<file path="config.mk">
export PLATFORM = sky130hd
export DESIGN_NAME = branch_offset_encoder
export DESIGN_NICKNAME = d
export VERILOG_FILES = /design/src/rtl/branch_offset_encoder_pkg.sv /design/src/rtl/branch_offset_check.sv /design/src/rtl/branch_offset_encoder.sv
export SDC_FILE = /design/constraint.sdc
export NUM_CORES = 1
export LEC_CHECK = 0
export ABC_AREA = 0
export CAP_MARGIN = 5
export CORE_MARGIN = 2
export CORE_UTILIZATION = 32
export DETAILED_ROUTE_END_ITERATION = 8
export PLACE_DENSITY_LB_ADDON = 0.15
export RECOVER_POWER = 50
export REMOVE_ABC_BUFFERS = 1
export SYNTH_ARGS = -nofsm -noshare
export SYNTH_HDL_FRONTEND = slang
export SYNTH_SLANG_ARGS = --single-unit
</file>
<file path="constraint.sdc">
create_clock -name clk -period 5.63 [get_ports clk]
set_input_delay 1.689 -clock clk [delete_from_list [all_inputs] [get_ports clk]]
set_output_delay 1.689 -clock clk [all_outputs]
set_load 0.05 [all_outputs]
</file>
<file path="src/rtl/branch_offset_encoder_pkg.sv">
// Shared branch-encoding constants, instruction field layout and packing helper.
// Used by the branch offset encoder and any future branch/jump patch logic.
package branch_offset_encoder_pkg;

  localparam logic [5:0] OP_BEQ = 6'h04;
  localparam logic [5:0] OP_BNE = 6'h05;

  localparam int BR_OFF_MIN = -(2 ** 17);
  localparam int BR_OFF_MAX = (2 ** 17) - 4;

  localparam int OPC_LSB = 26;
  localparam int RS_LSB  = 21;
  localparam int RT_LSB  = 16;

  typedef struct packed {
    logic [5:0] opcode;
    logic [4:0] rs;
    logic [4:0] rt;
  } br_fields_t;

  function automatic logic [31:0] pack_branch(input br_fields_t f, input logic [15:0] imm_field);
    logic [31:0] w;
    w = '0;
    w[OPC_LSB +: 6] = f.opcode;
    w[RS_LSB  +: 5] = f.rs;
    w[RT_LSB  +: 5] = f.rt;
    w[15:0]         = imm_field;
    return w;
  endfunction

endpackage

</file>
<file path="src/rtl/branch_offset_check.sv">
// Combinational split of a 33-bit byte delta into the 16-bit word offset field
// plus alignment and reach errors; no latency, no handshake.
module branch_offset_check (
  input  logic [32:0] delta,
  output logic [15:0] imm,
  output logic        err_align,
  output logic        err_range
);

  assign imm       = delta[17:2];
  assign err_align = |delta[1:0];
  // In reach only when everything above the field is a pure sign extension.
  assign err_range = !((delta[32:17] == '0) || (delta[32:17] == '1));

endmodule

</file>
<file path="src/rtl/branch_offset_encoder.sv">
// Two-stage valid/ready encoder: (pc, target) -> branch word offset and packed instruction.
// Latency 2 cycles accept-to-out_valid; holds up to 2 beats, in_ready drops when both stages stall.
module branch_offset_encoder
  import branch_offset_encoder_pkg::*;
#(
  parameter int CNT_W = 16
) (
  input  logic             clk,
  input  logic             rst,
  input  logic             in_valid,
  output logic             in_ready,
  input  logic [31:0]      pc,
  input  logic [31:0]      target,
  input  logic [5:0]       opcode,
  input  logic [4:0]       rs,
  input  logic [4:0]       rt,
  output logic             out_valid,
  input  logic             out_ready,
  output logic [31:0]      instr,
  output logic [15:0]      imm,
  output logic             err_align,
  output logic             err_range,
  output logic [CNT_W-1:0] err_count
);

  logic        s1_valid;
  logic [32:0] s1_delta;
  br_fields_t  s1_fields;

  logic        advance;
  logic        accept;
  logic        xfer;
  logic [15:0] chk_imm;
  logic        chk_align;
  logic        chk_range;

  assign advance  = !out_valid || out_ready;
  assign in_ready = !s1_valid || advance;
  assign accept   = in_valid && in_ready;
  assign xfer     = out_valid && out_ready;

  always_ff @(posedge clk) begin
    if (rst) begin
      s1_valid  <= 1'b0;
      s1_delta  <= '0;
      s1_fields <= '0;
    end else if (accept) begin
      s1_valid  <= 1'b1;
      // Zero-extended 33-bit subtract keeps the sign of a backward branch.
      s1_delta  <= {1'b0, target} - {1'b0, pc} - 33'd4;
      s1_fields <= {opcode, rs, rt};
    end else if (advance) begin
      s1_valid  <= 1'b0;
    end
  end

  branch_offset_check u_check (
    .delta     (s1_delta),
    .imm       (chk_imm),
    .err_align (chk_align),
    .err_range (chk_range)
  );

  always_ff @(posedge clk) begin
    if (rst) begin
      out_valid <= 1'b0;
      instr     <= '0;
      imm       <= '0;
      err_align <= 1'b0;
      err_range <= 1'b0;
    end else if (advance) begin
      out_valid <= s1_valid;
      if (s1_valid) begin
        imm       <= chk_imm;
        err_align <= chk_align;
        err_range <= chk_range;
        instr     <= pack_branch(s1_fields, (chk_align || chk_range) ? 16'h0000 : chk_imm);
      end
    end
  end

  // Errors are counted when the result leaves, so a stalled beat counts once.
  always_ff @(posedge clk) begin
    if (rst) begin
      err_count <= '0;
    end else if (xfer && (err_align || err_range) && (err_count != '1)) begin
      err_count <= err_count + CNT_W'(1);
    end
  end

endmodule
</file>
Yosys cells after proc, flatten, opt, wreduce, memory -nomap -nowiden
Cells that the tools add are included.

Bits in registers: 117. Output and inout bits: 68. Logic and storage cells: 35.

Equal/unequal tests: 2. Add/sub/neg operators: 3. Multiplexer cells: 3. Reduce and logical (&&, ||, !) cells: 16.

Operators by type and width (count): $sub A32 B32 Y33 (1); $sub A33 B3 Y33 const B (1); $add A16 B1 Y16 const B (1); $eq A16 B16 Y1 const B (1); $logic_not A16 Y1 (1); $mux W16 (1); $ne A16 B16 Y1 const B (1); $logic_or A1 B1 Y1 (5); $logic_and A1 B1 Y1 (4); $logic_not A1 Y1 (3); $mux W1 (2); $reduce_and A2 Y1 (1); $reduce_bool A2 Y1 (1); $reduce_or A2 Y1 (1).

Logic depth before layout (Yosys ltp)
Gate-level depths: netlist of run 1.

Depth after elaboration: 5. Gate-level depth with buffers: 13. Gate-level depth less buffers: 13.

Hierarchy
From an unflattened synthesis of run 1, not the netlist that was laid out.

Cells, all modules: 872. Area total of the unflattened synthesis: 6701.4 µm².

By module, submodules not included: branch_offset_encoder (area each 6506.2 µm², times used 1, cells an instance 844); branch_offset_check (area each 195.2 µm², times used 1, cells an instance 28).

Worst setup path after synthesis of run 1
No wires, ideal clock.

Path kind: input to register. Start: input pc[1]. End: register s1_delta[29]. Required time: 5.500 ns. Arrival: 4.075 ns. Stages on the path: 12. Path slack: 1.426 ns. Buffers on the path: 0. Path through: inv_1 ha_1 ha_1 fa_1 a21o_1 a221oi_4 o21ai_0 o21a_1 o31ai_1 o21ai_0 nand2_1 o211ai_1.

Word-level cells in the longest chain between the ends: 2.

Ends and longest elaborated chain: from (decl) (RTL line branch_offset_encoder.sv:12) `input logic [31:0] pc,`; $sub A32 B32 Y33 (RTL line branch_offset_encoder.sv:50) `s1_delta <= {1'b0, target} - {1'b0, pc} - 33'd4;`; $sub A33 B3 Y33 (RTL line branch_offset_encoder.sv:50); to (signal assigned) (RTL line branch_offset_encoder.sv:50); to (decl) (RTL line branch_offset_encoder.sv:27) `logic [32:0] s1_delta;`.

No other way between the ends. A chain may end at the register's enable or synchronous reset.

Worst setup path after layout of run 1
Start: input out_ready. End: output in_ready.

Word-level cells in the longest chain between the ends: 2.

Ends and longest elaborated chain: from (decl) (RTL line branch_offset_encoder.sv:18) `input logic out_ready,`; $logic_or A1 B1 Y1 (RTL line branch_offset_encoder.sv:37) `assign advance = !out_valid || out_ready;`; $logic_or A1 B1 Y1 (RTL line branch_offset_encoder.sv:38) `assign in_ready = !s1_valid || advance;`; to (decl) (RTL line branch_offset_encoder.sv:11) `output logic in_ready,`.

No other way between the ends.

==> results of run 1 <==
==> routing by layer <==
metal,vias up,routed length (um)
met1,2731,8490
met4,0,252
met5,-,0
met2,137,7700
met3,21,725
li1,3190,-
==> cells in the mapped netlist (17+ instances only) <==
master | number | area, sq um
o21ai_0 | 22 | 110
clkbuf_1 | 37 | 139
nor2_1 | 59 | 221
nand3_1 | 29 | 145
xor2_1 | 18 | 158
nand2_1 | 165 | 619
ha_1 | 64 | 801
a21oi_1 | 94 | 470
a22oi_1 | 17 | 128
dfxtp_1 | 117 | 2340
inv_1 | 99 | 372
xnor2_1 | 17 | 149
==> cell type report <==
class,instances,area (sq um)
Multi-Input combinational cell,611,3770
Clock inverter,8,123
Clock buffer,24,482
Timing Repair Buffer,156,1540
Tap cell,270,338
Sequential cell,117,2340
Fill cell,2179,11400
Inverter,99,372
==> report_power, final <==
part           switching, mW  leakage [nW]  internal, mW  total, mW
Clock                  0.367         0.286         0.729       1.10
Sequential            0.0351         0.954         0.880      0.915
Combinational          0.345          2.66         0.252      0.598
==> flip-flops by register name (all words and copies together) (netlist names) <==
| register | count |
|---|---|
| err_range | 1 |
| instr | 32 |
| s1_valid | 1 |
| out_valid | 1 |
| err_count | 16 |
| imm | 16 |
| s1_fields | 16 |
| s1_delta | 33 |
| err_align | 1 |
==> how the worst min path moves through the flow <==
stage / end / slack, ns / start / cells after the start
5_1_grt: instr[19] / 0.47 / s1_fields[3] / 2
4_1_cts: instr[22] / 0.45 / s1_fields[6] / 2
6_report: imm[0] / 0.45 / imm[0] / 2
3_5_place_dp: instr[24] / 0.44 / s1_fields[8] / 2
3_3_place_gp: instr[22] / 0.44 / s1_fields[6] / 2
2_1_floorplan: instr[16] / 0.43 / s1_fields[0] / 2
==> logic make-up after synthesis <==
kind of cell,after synthesis
simple gates,308
xor+xnor,35
buf+inv,141
fa+ha+maj,65
flops,117
mux,2
compound gates,201
==> worst max-delay path: stages <==
cell	delay (ns)
dlygate4sd3_1	0.56
nor2b_1	0.34
nand2_1	0.14
clkdlybuf4s50_1	0.72
==> impl_metrics.csv, run 1 <==
group,metric,value,unit
finish,antennaDiodeCount,0,
grt,grt_max_degree,61,
cts,clock_sinks,117,
grt,busiest_layer,"met2",
setup_path,timing.rr.start,"out_valid",
cts,cts_tree,"yes",
sta,report.final.slew_viol_count,61,
sta,rsz0062_at_grt,"no",
power_and_ir_drop,ir_worst_vdd,222,uV
synth,yosysWarnings,0,
setup_path,worstPathArrival,3.45,ns
synth,synthCells,869,
power_and_ir_drop,power_density,291,mW/mm^2
cts,cts-buffers-inserted,17,
sta,fin_crit_sh,91.3,%
sta,fmax,195,MHz
job,max-cap-violations,1,
setup_path,reg2reg_slack,3.05,ns
synth,synth_edf_count,0,
drt,drc_errors,0,
floorplan,die_area,0.0220,sq mm
drt,final_antenna_net_count,0,
synth,ys_seq_area_share,35.1,%
sta,fin_tns_setup,0,ns
grt,grt_pass1_wl,28200,um
sta,hold_viol,0,
drt,wl,17200,um
setup_path,required,3.94,ns
synth,synth_compound_area_share,19.1,%
synth,synth_mux_area_share,0.300,%
cts,cts_hold_buf,0,
status,violations,"capacitance limit, slew limit",
placement,placedInstanceArea,0.00838,sq mm
grt,grt-ovfl-total,0,
finish,area_delta_synth_final,34.4,%
drt,vias_per_cell,4.73,
placement,port_buffers,151,
sta,slew_headroom,-77.2,%
synth,synth_flop_cell,"dfxtp_1",
grt,use_met1,21.6,%
placement,gp_congestion,0.802,
floorplan,die_h,148,um
drt,drt_iter0_markers,214,
cts,cts.path.max_buffers,2,
finish,drive_above_1_share,4.53,%
drt,vias,6079,
floorplan,die_x,148,um
synth,synth_top_family_by_area,"simple AND/OR/NAND/NOR gates",
finish,fin_area,0.00896,sq mm
floorplan,rows,52,
synth,synthXorXnorAreaFrac,4.60,%
grt,grt_use_total,15.9,%
cts,cts_setup_buffers,0,
grt,grt_pass1_vias,5688,
finish,nets,1151,
hold_path,hold_path.class,"reg2reg",
grt,antenna_found_initial,0,
synth,async_flop_share,0,%
status,status,"finished with violations",
finish,final_cells,1285,
placement,placedCellCount,1253,
setup_path,cp_max_fo,5,
setup_path,rr_endpoint,"instr[0]",
synth,syn_area,0.00667,sq mm
synth,synth-simple-area-share,20.1,%
cts,h-tree-depth,4,
setup_path,worst_setup_path_end_kind,"primary output",
floorplan,io_pins,152,
sta,skew,0.00595,ns
finish,post-route-util,44.0,%
floorplan,start_util,32.7,%
sta,holdWs,0.449,ns
cts,path_clk_slew,0.05,ns
setup_path,reg2reg_depth,7,
cts,cts_root_buf,"clkbuf_16",
finish,layout_common_cells,"nand2_1 (165), dfxtp_1 (117), inv_1 (99)",
setup_path,critPathLaunch,"out_ready",
synth,ys_types,57,
placement,dpl_worst_slack,0.599,ns
power_and_ir_drop,leakage,3.90,nW
sta,setup_viol,0,
finish,layout_commonest_cell,"nand2_1",
grt,met3_usage,3.37,%
synth,synthAdderAreaFrac,12.3,%
power_and_ir_drop,finalPower,2.61,mW
sta,period_minus_slack,5.14,ns
cts,clk_latency,0.41,ns
drt,dr.pass1.iters,5,
setup_path,start_kind,"primary input",
sta,setup_slack,0.493,ns
synth,synth-seq-cells,117,
setup_path,endpoint,"in_ready",
placement,hpwl,12600,um
drt,wl_per_cell,13.4,um
grt,grt_use_met2,25.2,%
sta,worst_pin_slew,2.66,ns
cts,cts_resized,0,
setup_path,worstSetupPathType,"in2out",
floorplan,fp.coreArea,0.0204,sq mm
synth,syn_area_per_cell,7.67,sq um
Power figures use the tool's default switching activity.
==> run 2: changes to the inputs <==
- ABC_CLOCK_PERIOD_IN_PS: unset -> 5630
==> results of run 2 <==
Final layout, timing and power as in run 1 (identical DEF).
==> run 3: changes to the inputs <==
- CORE_UTILIZATION: 32 -> 55
- GPL_ROUTABILITY_DRIVEN: unset -> 0
==> impl_metrics.csv, run 3 (synthesis results as in run 1) <==
group,metric,value,unit
job,max-cap-violations,1,
floorplan,io_pins,152,
drt,vias_per_cell,5.50,
setup_path,cp_max_fo,5,
placement,placedInstanceArea,0.00822,sq mm
sta,worst_pin_slew,1.77,ns
cts,cts_hold_buf,0,
finish,antennaDiodeCount,0,
setup_path,worstSetupPathType,"in2out",
status,violations,"capacitance limit, slew limit",
grt,antenna_found_initial,0,
sta,fin_crit_sh,90.6,%
sta,skew,0.00753,ns
finish,top_register,"s1_delta",
finish,largest_reg_flops,33,
cts,cts-buffers-inserted,17,
floorplan,rows,40,
drt,dr.pass1.iters,5,
cts,clk_latency,0.41,ns
cts,cts.path.max_buffers,2,
sta,fmax,196,MHz
finish,nets,1152,
drt,wl,15800,um
grt,met3_usage,3.86,%
grt,grt_pass1_wl,26500,um
sta,fin_tns_setup,0,ns
cts,cts_root_buf,"clkbuf_16",
finish,layout_common_cells,"nand2_1 (165), dfxtp_1 (117), clkdlybuf4s50_1 (109)",
finish,area_delta_synth_final,32.7,%
power_and_ir_drop,ir_worst_vdd,270,uV
power_and_ir_drop,finalPower,2.66,mW
grt,grt_max_degree,90,
finish,drive_above_1_share,4.92,%
sta,setup_viol,0,
grt,grt_pass1_vias,5869,
grt,grt_use_met2,45.1,%
sta,report.final.slew_viol_count,90,
finish,layout_commonest_cell,"nand2_1",
setup_path,start_kind,"primary input",
placement,port_buffers,151,
cts,cts_resized,0,
status,status,"finished with violations",
cts,h-tree-depth,4,
cts,cts_tree,"yes",
drt,drt_iter0_markers,449,
floorplan,die_area,0.0130,sq mm
cts,clock_sinks,117,
finish,reg_top3,"s1_delta: 33 flops, instr: 32 flops",
drt,final_antenna_net_count,0,
placement,hpwl,11300,um
setup_path,worst_setup_path_end_kind,"primary output",
grt,grt_use_total,25.0,%
finish,fin_area,0.00884,sq mm
floorplan,die_x,114,um
setup_path,required,3.94,ns
power_and_ir_drop,power_density,300,mW/mm^2
grt,busiest_layer,"met2",
finish,final_cells,1163,
floorplan,die_h,114,um
power_and_ir_drop,leakage,3.89,nW
sta,slew_headroom,-17.9,%
drt,vias,6402,
grt,grt-ovfl-total,0,
setup_path,worstPathArrival,3.41,ns
floorplan,start_util,56.0,%
drt,drc_errors,0,
cts,cts_setup_buffers,0,
hold_path,hold_path.class,"reg2reg",
sta,rsz0062_at_grt,"no",
drt,wl_per_cell,13.6,um
placement,placedCellCount,1131,
grt,use_met1,30.0,%
sta,period_minus_slack,5.10,ns
cts,path_clk_slew,0.05,ns
floorplan,fp.coreArea,0.0119,sq mm
sta,hold_viol,0,
[run 3: changes by cell type in the layout (fill, tap and decap cells not counted), moves of 3 or more]
cell,change
clkdlybuf4s50_1,+11
clkbuf_1,-3
dlygate4sd3_1,-11
clkinv_2,+3
clkbuf_8,-3
clkinv_4,+3
[run 3: worst paths after layout]
check	start	to	slack (ns)	depth (start not counted)
setup reg to reg	out_valid	instr[14]	3.11	7
hold / removal	s1_fields[3]	instr[19]	0.45	2
setup / recovery	out_ready	in_ready	0.53	4
hold reg to reg	s1_fields[3]	instr[19]	0.45	2
[run 3: critical path: stages]
cell and delay, ns:
dlygate4sd3_1 0.55, nor2b_1 0.31, nand2_1 0.14, clkdlybuf4s50_1 0.72
[run 3: routing by layer]
layer | vias to the layer above | share of wire, %
li1 | 3205 | -
met1 | 2966 | 42
met2 | 198 | 51
met3 | 33 | 4.8
met4 | 0 | 2.2
met5 | - | 0
[run 3: where the power goes]
| group | internal, mW | total (mW) | switching (mW) |
|---|---|---|---|
| registers | 0.880 | 0.916 | 0.0366 |
| clock network | 0.781 | 1.15 | 0.371 |
| logic | 0.252 | 0.588 | 0.336 |
| total | 1.91 | 2.66 | 0.743 |
[run 3: layout make-up]
class                           count  area, sq um
Timing Repair Buffer              157         1550
Sequential cell                   117         2340
Clock buffer                       18          429
Fill cell                         984         3070
Inverter                           99          372
Tap cell                          147          184
Clock inverter                     14          209
Multi-Input combinational cell    611         3760
[run 3: through the flow]
stage	util, %	setup slack, ns	hold slack [ns]
floorplan	-	1.41	0.426
global placement	69.0	0.704	0.439
detailed placement	69.0	0.672	0.443
CTS	74.4	0.638	0.451
global route	74.3	0.458	0.463
finish	74.3	0.528	0.449
